**config.mk**
```make
export PLATFORM = sky130hd
export DESIGN_NAME = dram_rd
export DESIGN_NICKNAME = d
export VERILOG_FILES = /design/src/rtl/dram_rd.sv
export SDC_FILE = /design/constraint.sdc
export NUM_CORES = 1
export LEC_CHECK = 0
export BUFFER_PORTS_ARGS = -buffer_cell sky130_fd_sc_hd__buf_2
export CORE_MARGIN = 2
export CORE_UTILIZATION = 40
export DETAILED_ROUTE_END_ITERATION = 10
export GPL_ROUTABILITY_DRIVEN = 0
export REMOVE_ABC_BUFFERS = 1
export SYNTH_ARGS = -nofsm -noshare
export SYNTH_HDL_FRONTEND = slang
export SYNTH_SLANG_ARGS = --single-unit
```
**constraint.sdc**
```tcl
create_clock -name dram_clk -period 15.3 [get_ports dram_clk]
set_input_delay 0.765 -clock dram_clk [delete_from_list [all_inputs] [get_ports dram_clk]]
set_output_delay 0.765 -clock dram_clk [all_outputs]
set_load 0.01 [all_outputs]
```
**src/rtl/dram_rd.sv**
```systemverilog
// dram_rd: single-clock DRAM burst reader.
//   On go (while ready) issues ceil(size/2) word reads starting at start_addr,
//   buffers returned INPUT_WIDTH-bit words in a FIFO and streams them out as
//   DATA_OUT_WIDTH-bit halves over a valid/ready interface. Reads are
//   credit-limited (in-flight + buffered <= FIFO_DEPTH) so the FIFO never
//   overflows. An odd size drops the unused half of the final word.
// Ports:
//   dram_clk, dram_rst         clock, asynchronous active-high reset
//   go, start_addr, size       transfer request (sampled while ready)
//   ready, done                idle indicator, one-cycle completion pulse
//   data, data_valid, data_ready  user output stream
//   dram_ready, dram_rd_en, dram_rd_addr  read command channel
//   dram_rd_data, dram_rd_valid           in-order read return channel
// Build option: define DRAM_RD_HI_FIRST_EN to emit the high half of each
//   word first (odd size then emits only the high half of the final word).
module dram_rd #(
   parameter int ADDR_WIDTH     = 15,
   parameter int SIZE_WIDTH     = 17,
   parameter int INPUT_WIDTH    = 32,
   parameter int DATA_OUT_WIDTH = 16,
   parameter int FIFO_DEPTH     = 8
) (
   input  logic                      dram_clk,
   input  logic                      dram_rst,
   input  logic                      go,
   input  logic [ADDR_WIDTH-1:0]     start_addr,
   input  logic [SIZE_WIDTH-1:0]     size,
   output logic                      ready,
   output logic                      done,
   output logic [DATA_OUT_WIDTH-1:0] data,
   output logic                      data_valid,
   input  logic                      data_ready,
   input  logic                      dram_ready,
   output logic                      dram_rd_en,
   output logic [ADDR_WIDTH-1:0]     dram_rd_addr,
   input  logic [INPUT_WIDTH-1:0]    dram_rd_data,
   input  logic                      dram_rd_valid
);

   localparam int PW = $clog2(FIFO_DEPTH);
   localparam int CW = PW + 1;

`ifdef DRAM_RD_HI_FIRST_EN
   localparam logic HI_FIRST = 1'b1;
`else
   localparam logic HI_FIRST = 1'b0;
`endif

   typedef enum logic [1:0] {S_IDLE, S_RUN, S_DONE} state_t;

   state_t                  state, state_nx;
   logic [ADDR_WIDTH-1:0]   addr;
   logic [SIZE_WIDTH-1:0]   words_left;
   logic [SIZE_WIDTH-1:0]   reads_left;
   logic [CW-1:0]           outstanding;
   logic [CW-1:0]           fifo_count;
   logic [PW-1:0]           wr_ptr;
   logic [PW-1:0]           rd_ptr;
   logic                    half_sel;   // 0: first half of head word pending
   logic [INPUT_WIDTH-1:0]  mem [FIFO_DEPTH];
   logic [INPUT_WIDTH-1:0]  head;
   logic                    issue, push, pop, accept, last_word;

   always_comb begin
      issue      = (state == S_RUN) && dram_ready && (reads_left != '0) &&
                   (({1'b0, outstanding} + {1'b0, fifo_count}) < (CW+1)'(FIFO_DEPTH));
      push       = (state == S_RUN) && dram_rd_valid;
      data_valid = (state == S_RUN) && (fifo_count != '0);
      accept     = data_valid && data_ready;
      last_word  = (words_left == SIZE_WIDTH'(1));
      // Pop after the second half, or early on the final half-word of an odd size.
      pop        = accept && (half_sel || last_word);
      head       = mem[rd_ptr];
      data       = '0;
      if (data_valid) begin
         if (half_sel ^ HI_FIRST)
            data = head[INPUT_WIDTH-1:DATA_OUT_WIDTH];
         else
            data = head[DATA_OUT_WIDTH-1:0];
      end
      dram_rd_en   = issue;
      dram_rd_addr = addr;
   end

   always_comb begin
      state_nx = state;
      ready    = 1'b0;
      done     = 1'b0;
      case (state)
         S_IDLE: begin
            ready = 1'b1;
            if (go)
               state_nx = (size == '0) ? S_DONE : S_RUN;
         end
         S_RUN: begin
            if (accept && last_word)
               state_nx = S_DONE;
         end
         S_DONE: begin
            done     = 1'b1;
            state_nx = S_IDLE;
         end
         default: state_nx = S_IDLE;
      endcase
   end

   always_ff @(posedge dram_clk or posedge dram_rst) begin
      if (dram_rst)
         state <= S_IDLE;
      else
         state <= state_nx;
   end

   always_ff @(posedge dram_clk or posedge dram_rst) begin
      if (dram_rst) begin
         addr        <= '0;
         words_left  <= '0;
         reads_left  <= '0;
         outstanding <= '0;
         fifo_count  <= '0;
         wr_ptr      <= '0;
         rd_ptr      <= '0;
         half_sel    <= 1'b0;
      end else begin
         case (state)
            S_IDLE: begin
               if (go && (size != '0)) begin
                  addr        <= start_addr;
                  words_left  <= size;
                  reads_left  <= (size >> 1) + SIZE_WIDTH'(size[0]);
                  outstanding <= '0;
                  fifo_count  <= '0;
                  wr_ptr      <= '0;
                  rd_ptr      <= '0;
                  half_sel    <= 1'b0;
               end
            end
            S_RUN: begin
               if (issue) begin
                  addr       <= addr + ADDR_WIDTH'(1);
                  reads_left <= reads_left - SIZE_WIDTH'(1);
               end
               case ({issue, push})
                  2'b10:   outstanding <= outstanding + CW'(1);
                  2'b01:   outstanding <= outstanding - CW'(1);
                  default: outstanding <= outstanding;
               endcase
               if (push)
                  wr_ptr <= wr_ptr + PW'(1);
               if (pop)
                  rd_ptr <= rd_ptr + PW'(1);
               case ({push, pop})
                  2'b10:   fifo_count <= fifo_count + CW'(1);
                  2'b01:   fifo_count <= fifo_count - CW'(1);
                  default: fifo_count <= fifo_count;
               endcase
               if (accept) begin
                  words_left <= words_left - SIZE_WIDTH'(1);
                  half_sel   <= !pop;
               end
            end
            default: ;
         endcase
      end
   end

   always_ff @(posedge dram_clk) begin
      if (push)
         mem[wr_ptr] <= dram_rd_data;
   end

endmodule

```
==> flow_metrics.env <==
export IMPL_synth_top_family_by_area="multiplexers"
export IMPL_synth_xor_area_share_pct=1.23
export IMPL_ys_seq_area_share_pct=65.5
export IMPL_fin_crit_sh_pct=27.4
export IMPL_slew_headroom_pct=35.4
export IMPL_postCtsHoldBufs=0
export IMPL_area_growth_pct=15.5
export IMPL_worst_pin_slew_ns=0.968
export IMPL_core_um2=35300
export IMPL_r2r_slack_ns=11.77
export IMPL_timing_critical_path_max_delay_family="multiplexers"
export IMPL_cts_reportedPaths_clkPinSlew_ns=0.06
export IMPL_start_util_pct=40.4
export IMPL_cts_tree="built"
export IMPL_fmax_ghz=0.239
export IMPL_synthMuxAreaShare_pct=13.0
export IMPL_drive_gt1_share_pct=27.1
export IMPL_required_ns=14.53
export IMPL_row_count=69
export IMPL_hp_class="in -> reg"
export IMPL_dp_hpwl_um=18800
export IMPL_synthSimpleGateAreaFrac_pct=8.55
export IMPL_power_mw=2.99
export IMPL_crit_chain="buf_4, mux4_2, mux4_2, nor2b_1, buf_2"
export IMPL_io_pins=105
export IMPL_report_final_slew_viol_count=0
export IMPL_grt_pass1_vias=8500
export IMPL_track_usage_pct=17.2
export IMPL_worstPathArrival_ns=3.43
export IMPL_crit_path_frequent_cell="mux4_2"
export IMPL_grt_overflow=0
export IMPL_grt_pass1_wl_um=48400
export IMPL_cts_buffer_depth=3
export IMPL_synth_area_leader_cell="edfxtp_1"
export IMPL_vdd_drop_max_v=0.000128
export IMPL_antenna_found_initial=3
export IMPL_synth_top_area_share_pct=53.9
export IMPL_drt_iter0_drc=554
export IMPL_clk_latency_ns=0.52
export IMPL_postSynthAreaPerCell_um2=15.3
export IMPL_synth_ff_type="edfxtp_1"
export IMPL_ys_types=67
export IMPL_max_cap_viol_count=0
export IMPL_cts_setup_buffers=0
export IMPL_setup_tns_final_ns=0
export IMPL_layout_min_cycle_time_ns=4.19
export IMPL_cp_buffers_inverters=2
export IMPL_rsz0062_at_grt="no"
export IMPL_worstSetupEndpointType="output port"
export IMPL_routed_wl_um=31400
export IMPL_routed_via_count=8556
export IMPL_syn_inst=932
export IMPL_slowest_delay_ns=0.80
export IMPL_drt_first_pass_iters=5
export IMPL_synth_adder_area_share_pct=1.63
export IMPL_ant_nets=0
export IMPL_yosysMostFrequentCell="edfxtp_1"
export IMPL_post_drt_wl_per_cell_um=20.5
export IMPL_postCtsResizedCells=0
export IMPL_setup_violations=0
export IMPL_clock_sinks=322
export IMPL_p_leak_nw=5.77
export IMPL_clock_skew_ns=0.00996
export IMPL_outcome="finished, final reports clean"
export IMPL_cts_buffers=36
export IMPL_slowest_stage="dfrtp_4"
export IMPL_synth_compound_area_share_pct=8.20
export IMPL_die_area_um2=37200
export IMPL_path_class="reg -> out"
export IMPL_fin_cells=1532
export IMPL_n_antenna_cell=0
export IMPL_synthArstFlopShare_pct=20.5
export IMPL_synth_edff_count=256
export IMPL_seq_area_um2=9340
export IMPL_htreeDepth=2
export IMPL_ys_seq_elements=322
export IMPL_yosysWarnings=0
export IMPL_routed_via_density=5.58
export IMPL_synth_top_cells_by_area="edfxtp_1 (54%), mux4_2 (13%), dfrtp_1 (12%)"
export IMPL_hold_viol_final=0
export IMPL_path_max_fanout=38
export IMPL_port_buffers=104
export IMPL_fill_cells=3051
export IMPL_placed_cells=1468
export IMPL_multi_input_area_um2=4710
export IMPL_synthTopCellsByCount="edfxtp_1 (256), mux4_2 (80), dfrtp_1 (66)"
export IMPL_critPathLaunchType="flip-flop"
export IMPL_drc=0
export IMPL_nets=1133
export IMPL_power_density_nw_per_um2=181
export IMPL_die_y_um=193
export IMPL_dieWidth_um=193
export IMPL_grt_max_degree=78
export IMPL_root_buffer="clkbuf_16"
export IMPL_syn_area_um2=14300
[final timing paths]
path,from,endpoint,cells past startpoint
setup / recovery,rd_ptr[0]$_DFFE_PP0P_,data[7],5
hold / removal,start_addr[1],dram_rd_addr[1]$_DFFE_PP0P_,3
max in group asynchronous,dram_rst,rd_ptr[0]$_DFFE_PP0P_,3
hold reg to reg,reads_left[12]$_DFFE_PP0P_,reads_left[12]$_DFFE_PP0P_,1
min in group asynchronous,dram_rst,dram_rd_addr[14]$_DFFE_PP0P_,3
setup reg to reg,fifo_count[3]$_DFFE_PP0P_,outstanding[3]$_DFFE_PP0P_,12
[layout make-up]
cell class | count | share of cell area (%)
Clock inverter | 15 | 0.615
Inverter | 16 | 0.364
Tap cell | 461 | 3.50
Timing Repair Buffer | 124 | 4.07
Clock buffer | 49 | 6.21
Sequential cell | 322 | 56.7
Multi-Input combinational cell | 545 | 28.6
[state kept, by name, indices dropped and copies added (netlist names)]
| register | count |
|---|---|
| rd_ptr | 3 |
| reads_left | 17 |
| mem | 256 |
| fifo_count | 4 |
| dram_rd_addr | 15 |
| wr_ptr | 3 |
| outstanding | 4 |
| state | 2 |
| words_left | 17 |
| half_sel | 1 |
[layer usage]
layer | track usage [%] | share of wire, %
met1 | 23.7 | 44
met2 | 28.0 | 48
met5 | 0 | 0.080
met3 | 3.36 | 6.0
met4 | 4.58 | 2.2
[cells by family (layout without fill, tap and decap cells)]
group	after synthesis	in the layout
XOR/XNOR	20	20
flip-flops	322	322
adder cells (fa/ha/maj)	18	18
buffers and inverters	65	204
multiplexers	85	85
AND/OR/NAND/NOR	237	237
AO/OA/AOI/OAI	185	185
[per-stage QoR]
step | worst slack [ns] | utilization, % | hold slack [ns] | cell area, um2
after floorplan | 8.50 | - | 0.471 | 14000
after global placement | 11.54 | 43.5 | 0.497 | 15400
after detailed placement | 11.54 | 43.5 | 0.506 | 15400
after CTS | 10.98 | 46.7 | 0.484 | 16500
after global routing | 10.82 | 46.7 | 0.503 | 16500
final | 11.11 | 46.7 | 0.504 | 16500
[cell usage in the layout, fill, tap and decap left out, types with 14 or more instances in the layout]
cell / count
a21oi_1: 48
nand3_1: 31
buf_2: 104
nor3_1: 15
dfrtp_1: 64
nor2b_1: 18
xor2_1: 14
buf_4: 20
nand2_1: 47
mux4_2: 80
nor2_1: 56
o21ai_0: 64
inv_1: 14
ha_1: 17
edfxtp_1: 256
clkbuf_16: 39
[where the power goes]
part | switching [mW] | leakage (nW) | total (mW) | internal (mW)
Combinational | 0.466 | 2.11 | 0.911 | 0.446
Sequential | 0.149 | 3.11 | 1.26 | 1.11
Clock | 0.337 | 0.548 | 0.823 | 0.486
[tightest hold or removal path, delay by kind of cell]
kind                   cells  cell delay, ns
buffers and inverters      1            0.10
AND/OR/NAND/NOR            1            0.05
AO/OA/AOI/OAI              1            0.07
Power figures use the tool's default switching activity.
